$ cat config.mk
export PLATFORM = sky130hd
export DESIGN_NAME = pipelined_adder_accum
export DESIGN_NICKNAME = d
export VERILOG_FILES = /design/src/rtl/alu_lab_pkg.sv /design/src/rtl/pipe_stage.sv /design/src/rtl/pipelined_adder_accum.sv
export SDC_FILE = /design/constraint.sdc
export NUM_CORES = 1
export LEC_CHECK = 0
export CORE_ASPECT_RATIO = 0.75
export CORE_MARGIN = 8
export CORE_UTILIZATION = 50
export DETAILED_ROUTE_END_ITERATION = 10
export PLACE_DENSITY = 0.77
export SETUP_SLACK_MARGIN = 0.05
export SLEW_MARGIN = 20
export SYNTH_ARGS = -nofsm -noshare
export SYNTH_HDL_FRONTEND = slang
export SYNTH_SLANG_ARGS = --single-unit
$ cat constraint.sdc
create_clock -name clk -period 2.5 [get_ports clk]
set_clock_uncertainty 0.2 [all_clocks]
set_input_delay 0.75 -clock clk [delete_from_list [all_inputs] [get_ports clk]]
set_output_delay 0.75 -clock clk [all_outputs]
set_load 0.02 [all_outputs]
$ cat src/rtl/alu_lab_pkg.sv
`default_nettype none
// ============================================================================
//  Module      : alu_lab_pkg
//  Description : Shared op-mode encoding for the lab datapath adder blocks.
//  Revision    : 1.0  initial release
// ============================================================================
package alu_lab_pkg;

  localparam int MODE_W = 2;

  // Operation select carried with each operand beat
  typedef enum logic [MODE_W-1:0] {
    MODE_ADD = 2'd0,
    MODE_SUB = 2'd1,
    MODE_ACC = 2'd2,
    MODE_CLR = 2'd3
  } mode_e;

endpackage
`default_nettype wire

$ cat src/rtl/pipe_stage.sv
`default_nettype none
// ============================================================================
//  Module      : pipe_stage
//  Description : One valid/ready register slice. The parent computes the
//                advance enable; data is only captured with a valid beat so
//                the payload stays quiet while the slice is idle or stalled.
//  Revision    : 1.0  initial release
// ============================================================================
module pipe_stage #(
  parameter int WIDTH = 8
) (
  input  logic             clk,
  input  logic             reset,
  input  logic             adv_i,
  input  logic             valid_i,
  input  logic [WIDTH-1:0] data_i,
  output logic             valid_o,
  output logic [WIDTH-1:0] data_o
);

  logic             valid_q;
  logic [WIDTH-1:0] data_q;

  // Capture the incoming beat whenever the slice is allowed to advance
  always_ff @(posedge clk or posedge reset) begin
    if (reset) begin
      valid_q <= 1'b0;
      data_q  <= '0;
    end else if (adv_i) begin
      valid_q <= valid_i;
      if (valid_i) begin
        data_q <= data_i;
      end
    end
  end

  assign valid_o = valid_q;
  assign data_o  = data_q;

endmodule
`default_nettype wire

$ cat src/rtl/pipelined_adder_accum.sv
`default_nettype none
// ============================================================================
//  Module      : pipelined_adder_accum
//  Description : Two-stage add/sub/accumulate pipeline with valid/ready on
//                both sides. Stage 1 registers the operands, the arithmetic
//                and accumulator update happen on the stage-1 -> stage-2
//                transfer, stage 2 registers {ovf, sum}.
//  Revision    : 1.0  initial release
// ============================================================================
module pipelined_adder_accum
  import alu_lab_pkg::*;
#(
  parameter int W = 8
) (
  input  logic                clk,
  input  logic                reset,
  input  logic                valid_i,
  output logic                ready_o,
  input  logic [MODE_W-1:0]   mode_i,
  input  logic [W-1:0]        a_i,
  input  logic [W-1:0]        b_i,
  output logic                valid_o,
  input  logic                ready_i,
  output logic [W:0]          sum_o,
  output logic                is_odd_o,
  output logic                ovf_o
);

  localparam int S1_W = MODE_W + 2 * W;  // {mode, a, b}
  localparam int S2_W = W + 2;           // {ovf, sum}

  logic              v1;
  logic              v2;
  logic              adv1;
  logic              adv2;
  logic [S1_W-1:0]   s1_data;
  logic [S2_W-1:0]   s2_data;

  mode_e             s1_mode;
  logic [W-1:0]      s1_a;
  logic [W-1:0]      s1_b;

  logic [W:0]        acc_q;
  logic [W:0]        acc_d;
  logic [W:0]        res_d;
  logic              ovf_d;
  logic [W+1:0]      acc_sum;

  // A slice may move when the one downstream of it is empty or draining;
  // ready_o depends only on pipe state, never on valid_i.
  assign adv2    = !v2 | ready_i;
  assign adv1    = !v1 | adv2;
  assign ready_o = adv1;

  pipe_stage #(
    .WIDTH (S1_W)
  ) u_stage1 (
    .clk     (clk),
    .reset   (reset),
    .adv_i   (adv1),
    .valid_i (valid_i),
    .data_i  ({mode_i, a_i, b_i}),
    .valid_o (v1),
    .data_o  (s1_data)
  );

  assign s1_mode = mode_e'(s1_data[S1_W-1 -: MODE_W]);
  assign s1_a    = s1_data[2*W-1 -: W];
  assign s1_b    = s1_data[W-1:0];

  // Accumulator sum is one bit wider so the wrap out of bit W is visible
  assign acc_sum = {1'b0, acc_q} + {2'b00, s1_a};

  // Mode mux: result, wrap flag and next accumulator for the beat in stage 1
  always_comb begin
    res_d = '0;
    ovf_d = 1'b0;
    acc_d = acc_q;
    case (s1_mode)
      MODE_ADD: res_d = {1'b0, s1_a} + {1'b0, s1_b};
      MODE_SUB: res_d = {1'b0, s1_a} - {1'b0, s1_b};
      MODE_ACC: begin
        res_d = acc_sum[W:0];
        ovf_d = acc_sum[W+1];
        acc_d = acc_sum[W:0];
      end
      MODE_CLR: begin
        res_d = acc_q;
        acc_d = '0;
      end
      default: res_d = '0;
    endcase
  end

  // The accumulator moves exactly when a valid beat enters stage 2, so
  // back-to-back ACC beats see each other's result without a hazard.
  always_ff @(posedge clk or posedge reset) begin
    if (reset) begin
      acc_q <= '0;
    end else if (adv2 && v1) begin
      acc_q <= acc_d;
    end
  end

  pipe_stage #(
    .WIDTH (S2_W)
  ) u_stage2 (
    .clk     (clk),
    .reset   (reset),
    .adv_i   (adv2),
    .valid_i (v1),
    .data_i  ({ovf_d, res_d}),
    .valid_o (v2),
    .data_o  (s2_data)
  );

  assign valid_o  = v2;
  assign sum_o    = s2_data[W:0];
  assign ovf_o    = s2_data[W+1];
  assign is_odd_o = s2_data[0];

endmodule
`default_nettype wire

==> impl_metrics.yaml <==
status:
  violations: "setup timing"
  status: "finished with violations"
clock_network:
  clkLatencyLatePin_ps: 300
  cts_buffers: 5
  cts_root_buf: "clkbuf_8"
  h-tree-depth: 2
  clk_path_buf_depth: 2
  cts_tree: "done"
  cts_sinks: 39
  hold_buffers: 0
  path_clk_slew_ps: 80
worst_setup_path:
  path_buf_inv: 1
  path_cells: "buf_4, nor3_1, a21oi_2, xnor2_1, ha_2, or4_4, a21oi_2, or3_1, nand3b_1, a31oi_1"
  worstPathArrival_ps: 2630
  crit_fanout: 4
  max_stage_delay_ps: 520
  cpMostUsedCell: "a21oi_2"
  critPathLaunchType: "flop"
  worstPathRequired_ps: 2520
  crit_path_end_kind: "flop"
  path_delay_family: "simple AND/OR/NAND/NOR gates"
  criticalPathCategory: "reg2reg"
  critical-path-slowest-cell: "or4_4"
synth:
  async_flop_share_pct: 100.0
  syn-num-nets: 306
  syn_avg_cell_area_um2: 9.783
  yosys.cell_count.top_type: "dfrtp_1"
  yosys.area.top_type: "dfrtp_1"
  synth_commonest_cells: "39 x dfrtp_1, 25 x nand2_1, 20 x mux2_2, 19 x nor2_1, 17 x ha_1"
  synth_enable_flop_cells: 0
  synth_top_cell_area_share_pct: 37.64
  netlist_area_mm2: 0.002592
  yosys_warnings: 0
  ys_ff_latch: 39
  synthTopCellsByArea: "dfrtp_1 38%, mux2_2 8.7%, ha_1 8.2%, nand2_1 3.6%, o21a_1 2.9%"
  ys_seq_area_share_pct: 37.64
  synth_cells: 265
  yosysUniqueCellTypes: 46
  synth-main-ff-cell: "dfrtp_1"
placement:
  gp_congestion: 0.9555
  placed_cells: 389
  io_buffers: 34
  dp_hpwl_um: 5045
route:
  wl_met2_um: 3364
  route.top_layer_used: "met4"
  avgRoutedWirePerCell_um: 17.74
  vias_per_cell: 5.806
  wl_met1_um: 3167
  wl_met3_um: 496
  drt_iter0_markers: 87
  vias: 2334
  wl_um: 7130
  drc: 0
  drtPass1Iterations: 4
  ant_nets: 0
grt:
  grt_pass1_vias: 2475
  grt_pass1_wl_um: 11840
  grt_usage_pct: 18.84
  antenna_found_initial: 0
  grt_start_max_net_pins: 40
  grt_overflow: 0
hold_path:
  min-delay-path-class: "reg2reg"
pwr:
  power_density_mw_per_mm2: 1021
  vdd.ir_drop.worst_mv: 0.7181
  cellLeakagePower_nw: 1.572
final_layout:
  drive_gt1_share_pct: 32.46
  register_area_um2: 975.9
  antennaDiodeCount: 0
  multi_input_area_mm2: 0.001717
  n_fill_cell: 346
  nets: 382
  area_delta_synth_final_pct: 39.58
  instances_no_fill: 402
  fin_util_pct: 73.03
floorplanning:
  start_util_pct: 52.32
  rows: 22
  pin_count: 35
  die-area_mm2: 0.007769
  fp.dieH_um: 78.36
  coreArea_mm2: 0.004955
  fp.dieW_um: 99.15
timing:
  finalCritPeriodShare_pct: 104.4
  slew_headroom_pct: 65.18
  max_freq_mhz: 383.0
  worst_pin_slew_ps: 522.3
  final.min_clock_period_ps: 2611
  final.setup.worst_slack_ps: -111.1
  hold_viol_final: 0
  rsz0062_at_grt: "yes"
  finalSetupViolations: 4
  slew_violations: 0
job:
  max-cap-violations: 0
## area by class of cell
class / count / share of cell area (%)
clock buffer: 6 / 2.282
clock inverter: 2 / 0.9682
inverter: 6 / 0.6224
multi-input combinational: 210 / 47.44
sequential: 39 / 26.97
tap: 60 / 2.075
timing repair buffer: 79 / 19.64
## power breakdown
part           internal [mW]  leakage (nW)  total [mW]  switching (mW)
combinational           1.09          1.05        2.16            1.07
clock                  0.323        0.0612       0.563           0.240
sequential             0.810         0.465       0.976           0.166
## per-layer routing
layer	global-route usage (%)	vias up
li1	-	1117
met1	23.41	1127
met2	31.90	78
met3	4.581	12
met4	5.422	0
met5	0	-
## placed cells by master (no fill, tap or decap), types with 3 or more instances in the layout
master / netlist / routed
a211oi_1: 4 / 3
a21o_1: 6 / 6
a21oi_1: 13 / 5
a21oi_2: 0 / 8
a31oi_1: 6 / 6
buf_4: 1 / 41
buf_6: 0 / 3
clkbuf_8: 0 / 6
clkdlybuf4s50_1: 0 / 32
dfrtp_1: 39 / 39
ha_1: 17 / 12
ha_2: 0 / 3
inv_1: 6 / 4
mux2_2: 20 / 19
mux2i_1: 4 / 3
nand2_1: 25 / 25
nand2b_1: 7 / 7
nand3_1: 3 / 3
nor2_1: 19 / 18
nor2b_1: 6 / 4
o21a_1: 10 / 10
o21ai_0: 12 / 11
o21ai_1: 5 / 6
o31ai_1: 3 / 3
or3_1: 4 / 3
xnor2_1: 8 / 8
xor2_1: 3 / 3
## what timing repair did
| action | CTS | global route |
|---|---|---|
| gates resized for setup | 31 | 9 |
| endpoints found under the setup margin | 5 | 7 |
| buffers inserted | 5 | 0 |
| pin swaps | 15 | 6 |
## cells by family after synthesis
family / Yosys count / synth area share (%)
adders and majority gates: 19 / 9.749
buffers and inverters: 16 / 2.606
muxes: 24 / 10.23
DFF: 39 / 37.64
and+or+nand+nor: 80 / 15.78
AOI/OAI and AO/OA: 76 / 20.27
xor gates and xnor gates: 11 / 3.717
## per-stage QoR
step / worst slack, ps / instance area [um2] / hold slack, ps / total power, mW / setup TNS (ps)
after global placement: -386.8 / 3309 / 260.7 / 2.839 / -502.0
after CTS: -16.41 / 3577 / 286.8 / 3.615 / -29.07
after floorplan: 20.07 / 2630 / 269.7 / 2.227 / 0
after global routing: -233.6 / 3618 / 325.8 / 3.921 / -505.3
after detailed placement: -401.2 / 3309 / 267.8 / 2.917 / -711.9
final: -111.1 / 3618 / 281.0 / 3.695 / -207.0
## worst reg2reg max path, delay by kind of cell (launching register included)
family / cells / cell delay, ps
flip-flops: 1 / 400
buffers and inverters: 1 / 170
AND/OR/NAND/NOR: 4 / 1030
AO/OA/AOI/OAI: 3 / 400
adder cells (fa/ha/maj): 1 / 200
XOR/XNOR: 1 / 140
## registers in the layout, indices dropped and copies added, names as in the netlist
signal and count:
u_stage1.valid_o 1, u_stage2.data_o 10, acc_q 9, u_stage2.valid_o 1
u_stage1.data_o 18
## final timing paths
check | from | to | slack [ps] | cells after the start
min in group asynchronous | reset | u_stage1.data_o[9]$_DFFE_PP0P_ | 680 | 3
setup reg to reg | u_stage1.data_o[1]$_DFFE_PP0P_ | u_stage2.data_o[8]$_DFFE_PP0P_ | -110 | 10
hold reg to reg | u_stage2.data_o[1]$_DFFE_PP0P_ | u_stage2.data_o[1]$_DFFE_PP0P_ | 280 | 2
hold / removal | u_stage2.data_o[1]$_DFFE_PP0P_ | u_stage2.data_o[1]$_DFFE_PP0P_ | 280 | 2
max in group asynchronous | reset | acc_q[6]$_DFFE_PP0P_ | 1050 | 3
setup / recovery | u_stage1.data_o[1]$_DFFE_PP0P_ | u_stage2.data_o[8]$_DFFE_PP0P_ | -110 | 10
No activity file was read; power rests on OpenSTA's default activity.
